[src/rtl/alu_pkg.sv]
// Shared ALU-control definitions: opcodes, func/class codes, FSM states, md request payload.
// The optional ALUC_UNSIGNED_EN macro is consumed by the top level; the codes live here unconditionally.
package alu_pkg;

  localparam int unsigned ALU_OP_W = 4;
  typedef logic [ALU_OP_W-1:0] alu_op_t;

  localparam alu_op_t ALU_AND     = 4'h0;
  localparam alu_op_t ALU_OR      = 4'h1;
  localparam alu_op_t ALU_ADD     = 4'h2;
  localparam alu_op_t ALU_SUB     = 4'h3;
  localparam alu_op_t ALU_SLT     = 4'h4;
  localparam alu_op_t ALU_DIV     = 4'h5;
  localparam alu_op_t ALU_NOP     = 4'h6;
  localparam alu_op_t ALU_MUL     = 4'h7;
  localparam alu_op_t ALU_PASS_HI = 4'h8;
  localparam alu_op_t ALU_PASS_LO = 4'h9;

  localparam logic [5:0] FN_NOP   = 6'b000000;
  localparam logic [5:0] FN_MFHI  = 6'b010000;
  localparam logic [5:0] FN_MFLO  = 6'b010010;
  localparam logic [5:0] FN_MULT  = 6'b011000;
  localparam logic [5:0] FN_MULTU = 6'b011001;
  localparam logic [5:0] FN_DIV   = 6'b011010;
  localparam logic [5:0] FN_DIVU  = 6'b011011;
  localparam logic [5:0] FN_ADD   = 6'b100000;
  localparam logic [5:0] FN_SUB   = 6'b100010;
  localparam logic [5:0] FN_AND   = 6'b100100;
  localparam logic [5:0] FN_OR    = 6'b100101;
  localparam logic [5:0] FN_SLT   = 6'b101010;

  localparam logic [2:0] UC_ADD   = 3'b000;
  localparam logic [2:0] UC_SUB   = 3'b001;
  localparam logic [2:0] UC_AND   = 3'b010;
  localparam logic [2:0] UC_OR    = 3'b011;
  localparam logic [2:0] UC_SLT   = 3'b100;
  localparam logic [2:0] UC_RTYPE = 3'b111;

  typedef enum logic [1:0] {ST_IDLE, ST_MUL, ST_DIV, ST_DONE} md_state_t;

  typedef struct packed {
    logic is_div;
    logic is_signed;
  } md_req_t;

endpackage

[src/rtl/md_iter.sv]
// Iterative one-bit-per-cycle multiply (shift-add) / divide (restoring) datapath.
// Works on magnitudes; sign fixup and divide-by-zero result are applied on the combinational result.
module md_iter
  import alu_pkg::*;
#(
  parameter int unsigned WIDTH = 32
) (
  input  logic             clk,
  input  logic             rst,
  input  logic             start,
  input  md_req_t          req,
  input  logic [WIDTH-1:0] a,
  input  logic [WIDTH-1:0] b,
  output logic             last_c,
  output logic             done,
  output logic             dbz,
  output logic [WIDTH-1:0] res_hi_c,
  output logic [WIDTH-1:0] res_lo_c
);

  localparam int unsigned CW = (WIDTH > 1) ? $clog2(WIDTH) : 1;
  localparam int unsigned W2 = 2 * WIDTH;

  // acc is {product} for multiply and {remainder, quotient} for divide
  logic [W2-1:0]    acc, acc_nxt, prod;
  logic [WIDTH-1:0] dvsr, raw_a, mag_a, mag_b, quo, rem;
  logic [CW-1:0]    cnt;
  logic             busy, is_div, neg_q, neg_r, sa, sb;
  logic [WIDTH:0]   sum, shifted, diff;

  always_comb begin
    sa    = req.is_signed & a[WIDTH-1];
    sb    = req.is_signed & b[WIDTH-1];
    mag_a = sa ? (~a + WIDTH'(1)) : a;
    mag_b = sb ? (~b + WIDTH'(1)) : b;
  end

  // One iteration step for each operation
  always_comb begin
    sum     = {1'b0, acc[W2-1:WIDTH]} + {1'b0, dvsr};
    shifted = acc[W2-1:WIDTH-1];
    diff    = shifted - {1'b0, dvsr};
    acc_nxt = '0;
    if (!is_div) begin
      acc_nxt = acc[0] ? {sum, acc[WIDTH-1:1]} : {1'b0, acc[W2-1:1]};
    end else if (diff[WIDTH]) begin
      acc_nxt = {shifted[WIDTH-1:0], acc[WIDTH-2:0], 1'b0};
    end else begin
      acc_nxt = {diff[WIDTH-1:0], acc[WIDTH-2:0], 1'b1};
    end
  end

  assign last_c = busy && (cnt == '0);

  always_ff @(posedge clk) begin
    if (rst) begin
      acc    <= '0;
      dvsr   <= '0;
      raw_a  <= '0;
      cnt    <= '0;
      busy   <= 1'b0;
      is_div <= 1'b0;
      neg_q  <= 1'b0;
      neg_r  <= 1'b0;
      dbz    <= 1'b0;
      done   <= 1'b0;
    end else begin
      done <= last_c;
      if (start) begin
        acc    <= {{WIDTH{1'b0}}, mag_a};
        dvsr   <= mag_b;
        raw_a  <= a;
        cnt    <= CW'(WIDTH - 1);
        busy   <= 1'b1;
        is_div <= req.is_div;
        neg_q  <= sa ^ sb;
        neg_r  <= sa;
        dbz    <= req.is_div && (b == '0);
      end else if (busy) begin
        acc <= acc_nxt;
        cnt <= cnt - CW'(1);
        if (cnt == '0) busy <= 1'b0;
      end
    end
  end

  // Signed fixup by two's-complement negation of the magnitude result
  always_comb begin
    prod = neg_q ? (~acc + W2'(1)) : acc;
    quo  = neg_q ? (~acc[WIDTH-1:0] + WIDTH'(1)) : acc[WIDTH-1:0];
    rem  = neg_r ? (~acc[W2-1:WIDTH] + WIDTH'(1)) : acc[W2-1:WIDTH];
    if (!is_div) begin
      res_hi_c = prod[W2-1:WIDTH];
      res_lo_c = prod[WIDTH-1:0];
    end else if (dbz) begin
      res_hi_c = raw_a;
      res_lo_c = '1;
    end else begin
      res_hi_c = rem;
      res_lo_c = quo;
    end
  end

endmodule

[src/rtl/alu_ctrl_muldiv.sv]
// EX-stage ALU control: opcode decode, mul/div sequencing FSM, pipeline stall and HI/LO.
// Define ALUC_UNSIGNED_EN to enable the MULTU/DIVU functions.
module alu_ctrl_muldiv
  import alu_pkg::*;
#(
  parameter int unsigned WIDTH = 32,
  parameter int unsigned OP_W  = 4
) (
  input  logic             clk,
  input  logic             rst,
  input  logic [2:0]       UC_aluOp,
  input  logic [5:0]       func,
  input  logic             valid_in,
  input  logic [WIDTH-1:0] op_a,
  input  logic [WIDTH-1:0] op_b,
  output logic [OP_W-1:0]  ALU_aluOp,
  output logic             stall,
  output logic             md_busy,
  output logic [WIDTH-1:0] hi,
  output logic [WIDTH-1:0] lo,
  output logic             div_by_zero
);

`ifdef ALUC_UNSIGNED_EN
  localparam bit UNS_EN = 1'b1;
`else
  localparam bit UNS_EN = 1'b0;
`endif

  md_state_t        state;
  alu_op_t          op;
  md_req_t          req;
  logic             is_md, launch_c;
  logic             md_last_c, md_done, md_dbz;
  logic [WIDTH-1:0] md_hi_c, md_lo_c;

  // Opcode decode; every unlisted encoding falls through to NOP
  always_comb begin
    op    = ALU_NOP;
    is_md = 1'b0;
    req   = '0;
    case (UC_aluOp)
      UC_ADD:   op = ALU_ADD;
      UC_SUB:   op = ALU_SUB;
      UC_AND:   op = ALU_AND;
      UC_OR:    op = ALU_OR;
      UC_SLT:   op = ALU_SLT;
      UC_RTYPE: begin
        case (func)
          FN_AND:  op = ALU_AND;
          FN_OR:   op = ALU_OR;
          FN_ADD:  op = ALU_ADD;
          FN_SUB:  op = ALU_SUB;
          FN_SLT:  op = ALU_SLT;
          FN_NOP:  op = ALU_NOP;
          FN_MFHI: op = ALU_PASS_HI;
          FN_MFLO: op = ALU_PASS_LO;
          FN_MULT: begin
            op            = ALU_MUL;
            is_md         = 1'b1;
            req.is_signed = 1'b1;
          end
          FN_DIV: begin
            op            = ALU_DIV;
            is_md         = 1'b1;
            req.is_div    = 1'b1;
            req.is_signed = 1'b1;
          end
          FN_MULTU: begin
            if (UNS_EN) begin
              op    = ALU_MUL;
              is_md = 1'b1;
            end
          end
          FN_DIVU: begin
            if (UNS_EN) begin
              op         = ALU_DIV;
              is_md      = 1'b1;
              req.is_div = 1'b1;
            end
          end
          default: op = ALU_NOP;
        endcase
      end
      default: op = ALU_NOP;
    endcase
  end

  assign ALU_aluOp = OP_W'(op);
  assign launch_c  = !rst && (state == ST_IDLE) && valid_in && is_md;
  assign stall     = launch_c || (!rst && ((state == ST_MUL) || (state == ST_DIV)));
  assign md_busy   = (state != ST_IDLE);

  md_iter #(.WIDTH(WIDTH)) u_md_iter (
    .clk      (clk),
    .rst      (rst),
    .start    (launch_c),
    .req      (req),
    .a        (op_a),
    .b        (op_b),
    .last_c   (md_last_c),
    .done     (md_done),
    .dbz      (md_dbz),
    .res_hi_c (md_hi_c),
    .res_lo_c (md_lo_c)
  );

  // DONE never relaunches: the stalled instruction is still decoded during it
  always_ff @(posedge clk) begin
    if (rst) begin
      state       <= ST_IDLE;
      hi          <= '0;
      lo          <= '0;
      div_by_zero <= 1'b0;
    end else begin
      div_by_zero <= 1'b0;
      case (state)
        ST_IDLE: begin
          if (launch_c) state <= req.is_div ? ST_DIV : ST_MUL;
        end
        ST_MUL, ST_DIV: begin
          if (md_last_c) begin
            state       <= ST_DONE;
            div_by_zero <= md_dbz;
          end
        end
        ST_DONE: begin
          if (md_done) begin
            hi <= md_hi_c;
            lo <= md_lo_c;
          end
          state <= ST_IDLE;
        end
        default: state <= ST_IDLE;
      endcase
    end
  end

endmodule

[config.mk]
export PLATFORM = sky130hd
export DESIGN_NAME = alu_ctrl_muldiv
export DESIGN_NICKNAME = d
export VERILOG_FILES = /design/src/rtl/alu_pkg.sv /design/src/rtl/md_iter.sv /design/src/rtl/alu_ctrl_muldiv.sv
export SDC_FILE = /design/constraint.sdc
export NUM_CORES = 1
export LEC_CHECK = 0
export CAP_MARGIN = 10
export CORE_MARGIN = 10
export CORE_UTILIZATION = 55
export DETAILED_ROUTE_END_ITERATION = 8
export PLACE_DENSITY = 0.77
export SLEW_MARGIN = 20
export SYNTH_ARGS = -nofsm -noshare
export SYNTH_HDL_FRONTEND = slang
export SYNTH_SLANG_ARGS = --single-unit
[constraint.sdc]
create_clock -name clk -period 9 [get_ports clk]
set_input_delay 1.8 -clock clk [delete_from_list [all_inputs] [get_ports clk]]
set_output_delay 1.8 -clock clk [all_outputs]
set_load 0.1 [all_outputs]
==> results of run 1 <==
[layout make-up]
type	count	area (um^2)	share of cell area, %
Multi-Input combinational cell	1700	11100	60.5
Clock inverter	9	83.8	0.457
Clock buffer	33	674	3.67
Timing Repair Buffer	166	1610	8.77
Inverter	69	259	1.41
Sequential cell	206	4130	22.5
Tap cell	384	480	2.62
Antenna cell	4	10.0	0.0545
[state kept, by name, indices dropped and copies added, names as in the netlist]
register / count
u_md_iter.acc: 64
hi: 32
lo: 32
u_md_iter.dvsr: 32
u_md_iter.raw_a: 32
u_md_iter.cnt: 5
state: 2
div_by_zero: 1
u_md_iter.busy: 1
u_md_iter.dbz: 1
u_md_iter.done: 1
u_md_iter.is_div: 1
u_md_iter.neg_q: 1
u_md_iter.neg_r: 1
[layer usage]
| layer | vias up | share of wire [%] | GRT usage (%) |
|---|---|---|---|
| met1 | 7589 | 43 | 35.9 |
| met4 | 0 | 3.9 | 11.1 |
| met2 | 705 | 44 | 42.3 |
| li1 | 7805 | - | - |
| met3 | 126 | 8.5 | 4.43 |
| met5 | - | 0 | 0 |
[power by group through the flow]
stage | Combinational (mW) | Clock (mW) | Sequential, mW
2_1_floorplan | 0.0729 | 0 | 0.934
3_3_place_gp | 0.139 | 0 | 0.934
3_5_place_dp | 0.142 | 0 | 0.934
4_1_cts | 0.143 | 0.964 | 0.914
5_1_grt | 0.154 | 1.00 | 0.914
6_report | 0.144 | 0.954 | 0.914
[cells in the final DEF (no fill, tap or decap), drive strengths merged, types with 55 or more instances in the layout]
cell type	instances
xor2	93
a21oi	147
a211oi	109
inv	68
nand2	259
o21ai	181
dfxtp	206
ha	72
clkdlybuf4s50	145
or3	55
mux2i	68
nor2	163
xnor2	98
[worst max-delay path: cells and delay by family]
kind	cells	cell delay, ns
AOI/OAI and AO/OA	1	0.10
and+or+nand+nor	4	1.06
buffers and inverters	2	1.64
[kinds of logic after synthesis]
| kind of cell | Yosys count |
|---|---|
| AND/OR/NAND/NOR | 688 |
| XOR/XNOR | 191 |
| flip-flops | 206 |
| AO/OA/AOI/OAI | 667 |
| adder cells (fa/ha/maj) | 74 |
| multiplexers | 80 |
| buffers and inverters | 235 |
[per-stage QoR]
stage                     area [um^2]  setup WS (ns)  hold WS (ns)  util (%)
after floorplan                 16200           2.54         0.421         -
after global placement          17600           2.77         0.432      60.9
after detailed placement        17600           2.61         0.437      60.9
after CTS                       18300           2.62         0.446      63.6
after global routing            18300           2.46         0.468      63.6
final                           18400           2.61         0.450      63.6
[path summary, 6_finish.rpt]
kind | endpoint | start | slack, ns
hold / removal | u_md_iter.raw_a[0] | u_md_iter.raw_a[0] | 0.45
setup / recovery | stall | func[2] | 2.61
hold reg to reg | u_md_iter.raw_a[0] | u_md_iter.raw_a[0] | 0.45
setup reg to reg | u_md_iter.acc[51] | u_md_iter.acc[31] | 4.38
==> run summary, run 1 <==
Drt pass-1 iters: 5
Floorplan row count: 62
Critical Path Sink Type: primary output
Worst Path Required: 7.20 ns
Bufs on Longest Clock Path: 3
Synth Area in Adders: 5.82%
Clock power share: 47.4%
Status: complete, no violations
Worst VDD drop: 0.154 mV
Nets: 2317
Internal: 1.52 mW
Crit path time final: 6.39 ns
Number of setup buffers added after CTS: 0
Die area: 36600 um^2
Buffers on Ports: 146
Reg2Reg Depth: 12
CTS tree: built
EDFF count, synth: 0
Ys Warns: 0
Largest family of logic cells by synthesized area: compound AO/OA/AOI/OAI gates
Yosys top cell area share: 25.5%
Vias in the first global route: 15100
Slowest library cell on the worst path: clkdlybuf4s50_1
Via density: 6.31
Reg clk slew, reported paths: 0.06 ns
Synth Cell Area: 16200 um^2
Syn avg cell area: 7.55 um^2
Cells after synthesis: 2141
Largest stage delay, worst path: 1.19 ns
Asr flop ratio synth: 0%
Dpl cells: 2525
Initial DRC Count: 1702
Layout cells sized above 1: 5.36%
Worst path cell trace: clkdlybuf4s50_1, nor2_1, nand4_1, nor2_1, nand2_2, o21ai_0, clkdlybuf4s50_1
Critical path startpoint category: primary input
Pleak: 6.85 nW
Initial antenna violation count: 2
CP max FO: 7
CP arrival: 4.59 ns
Post-synthesis net count: 2291
Die Wd: 191 um
TritonCTS Sinks: 206
Sw Share: 24.4%
Worst clock skew: 0.0138 ns
Most frequent cell after synthesis: nand2_1
Setup TNS: 0 ns
Final std cells w/o fill: 2571
Comb pwr share: 7.2%
Sequential share of power: 45.4%
Initial Util: 56.0%
Drc violations: 0
Area grow syn2layout: 13.6%
MaxCap Viol Count: 0
Final Hold Fails: 0
Fin crit share: 71.0%
Total grt overflow: 0
Setup Viol. Count Final: 0
Setup CP Type: primary input to primary output
Post-DP HPWL: 37.8 mm
Cts hold-fix bufs: 0
Synth cell count leaders: 255 x nand2_1, 206 x dfxtp_1, 168 x o21ai_0
Slew Viols, Final: 0
Post-synthesis simple-gate area fraction: 20.5%
Largest net degree at the start of global routing: 77
Root Buffer: clkbuf_16
Power Dens Cells: 110 nW/um^2
#FFs+latches synth: 206
Post-synth top flop: dfxtp_1
Cts repair resizes: 0
H-tree depth: 1
Num CTS Buffers: 24
DR WL/cell: 20.0 um
DRT antenna net count: 0
Dominant cells by area after synthesis: dfxtp_1 26%, nand2_1 5.9%, ha_1 5.6%
DRT Wirelength: 51.5 mm
Sw power: 491 uW
Fill cells: 2613
Unrepaired setup endpoints after global routing: false
Total GRT Usage: 26.9%
Dominant cell type by area after synthesis: dfxtp_1
Sequential fraction of the synthesis area: 25.5%
Mux cell area share after synthesis: 5.05%
XOR/XNOR share of the synthesized area: 10.4%
Slew headroom: 31.7%
Hold Path Class: register to register
IO Pins: 147
Global-route wire length before repair: 81.5 mm
Hold path depth: 2
Compound-Gate Fraction of Synth Area: 26.9%
Die H: 191 um
DR vias: 16200
Core Area: 28900 um^2
Tot Pwr: 2.01 mW
Slew @ Worst Pin: 1.02 ns
Synth cell types: 91
Placer Congestion: 0.964
F_max: 156 MHz
Worst-skew pair later-pin latency: 0.53 ns
Note: power is estimated with default switching activity, not from simulation.
==> run 2: changes to the inputs <==
==> constraint.sdc (replaced) <==
create_clock -name clk -period 6.3 [get_ports clk]
set_input_delay 1.26 -clock clk [delete_from_list [all_inputs] [get_ports clk]]
set_output_delay 1.26 -clock clk [all_outputs]
set_load 0.1 [all_outputs]
==> run 2 against run 1 <==
- setup slack worse by 1.3 ns
- die area stayed put
- clock power is 49% higher
- final area is 0.22% higher
- clock-buffer cell count is 4 higher
- sequential power is 43% higher
- core utilization is 0.14 points higher
- register-to-register slack worse by 2.3 ns
- sequential share of layout area is 0.057 points lower
- first-iteration DRC count is 1.8% higher
- via count is 0.45% higher
- total power is 46% higher
- critical path type unchanged
- critical endpoint is now ALU_aluOp[3]
==> run summary, run 2 (synthesized netlist as in run 1, its figures left out) <==
Worst Path Required: 5.04 ns
# diodes: 0
Reg clk slew, reported paths: 0.05 ns
Most common cell after layout, fill and taps aside: nand2_1
Critical Path Sink Type: primary output
Drc violations: 0
Buffers on Ports: 146
Comb pwr share: 7.0%
Total grt overflow: 0
Num CTS Buffers: 24
Total GRT Usage: 26.6%
Most frequent cells in the layout: 254 x nand2_1, 204 x dfxtp_1, 168 x o21ai_0
MaxCap Viol Count: 0
Max reg flops: 64
F_max: 200 MHz
Nets: 2319
Initial DRC Count: 1732
Placer Congestion: 0.945
Initial Util: 56.0%
CP arrival: 3.75 ns
Power Dens Cells: 159 nW/um^2
CTS tree: built
Vias in the first global route: 14900
Sequential share of power: 44.6%
Clock power share: 48.4%
Status: complete, no violations
Post-DP HPWL: 37.3 mm
Pleak: 6.88 nW
Fill cells: 2596
Core Area: 28900 um^2
Number of setup buffers added after CTS: 0
Slew Viols, Final: 0
Largest net degree at the start of global routing: 97
Die H: 191 um
Fin Hold WS: 0.452 ns
DR vias: 16300
Setup CP Type: primary input to primary output
Unrepaired setup endpoints after global routing: false
Internal: 2.24 mW
Global-route wire length before repair: 80.5 mm
Critical path startpoint category: primary input
CP max FO: 6
IO Pins: 147
Die area: 36600 um^2
H-tree depth: 1
Final Hold Fails: 0
Largest Register: u_md_iter.acc
Crit path time final: 5.01 ns
DR WL/cell: 19.9 um
Setup Viol. Count Final: 0
DRT antenna net count: 0
Drt pass-1 iters: 5
DRT Wirelength: 51.0 mm
Sw Share: 23.5%
Fin crit share: 79.5%
Cts repair resizes: 0
Worst-skew pair later-pin latency: 0.54 ns
Root Buffer: clkbuf_16
Worst clock skew: 0.0177 ns
Bufs on Longest Clock Path: 3
Slew headroom: 23.7%
Layout cells sized above 1: 5.49%
TritonCTS Sinks: 206
Sw power: 688 uW
Worst VDD drop: 0.179 mV
Cts hold-fix bufs: 0
Tot Pwr: 2.93 mW
Die Wd: 191 um
Setup TNS: 0 ns
Area grow syn2layout: 13.9%
Slew @ Worst Pin: 1.14 ns
Fin util: 63.8%
Floorplan row count: 62
Hold Path Class: register to register
Initial antenna violation count: 0
Via density: 6.34
## run 2: cell count changes in the layout (fill, tap and decap cells not counted), moves of 2 or more
cell	before	now
buf_4	21	26
clkbuf_1	5	7
clkbuf_8	4	6
clkdlybuf4s50_1	145	142
clkinv_2	6	2
diode_2	4	0
## run 2: area by class of cell
type                    count  area [um^2]  area share (%)
inverters                  69          259            1.41
well taps                 384          480            2.61
clock buffers              37          709            3.86
flip-flops and latches    206         4130            22.4
repair buffers            168         1620            8.79
multi-input cells        1700        11100            60.4
clock inverters             6         93.8           0.510
## run 2: per-stage QoR
step	worst slack, ns	area, um^2	cells
CTS	1.26	18400	2570
detailed placement	1.29	17600	2527
floorplan	0.925	16200	2141
global route	1.13	18400	2570
global placement	1.33	17600	2527
finish	1.29	18400	2570
## run 2: layer usage
metal | vias to the layer above | part of all wire [%] | GRT usage, %
li1 | 7798 | - | -
met5 | - | 0 | 0
met1 | 7735 | 43 | 35.8
met2 | 670 | 46 | 43.1
met4 | 0 | 2.7 | 7.63
met3 | 95 | 8.2 | 3.99
## run 2: path summary, 6_finish.rpt
kind	endpoint	cells past startpoint	slack, ns	from
max	ALU_aluOp[3]	5	1.29	func[0]
min	hi[12]	2	0.45	hi[12]
max reg2reg	u_md_iter.acc[51]	11	2.08	u_md_iter.acc[32]
min reg2reg	hi[12]	2	0.45	hi[12]
## run 2: worst max-delay path, stage by stage
cell	delay, ns
clkdlybuf4s50_1	0.42
nor2_1	0.32
nand4_1	0.28
nor3b_1	0.29
clkdlybuf4s50_1	1.18
## run 2: power groups by stage
stage          clock (mW)  sequential, mW  combinational [mW]
2_1_floorplan           0            1.33               0.104
3_3_place_gp            0            1.33               0.198
3_5_place_dp            0            1.33               0.201
4_1_cts              1.44            1.31               0.202
5_1_grt              1.49            1.31               0.218
6_report             1.42            1.31               0.204
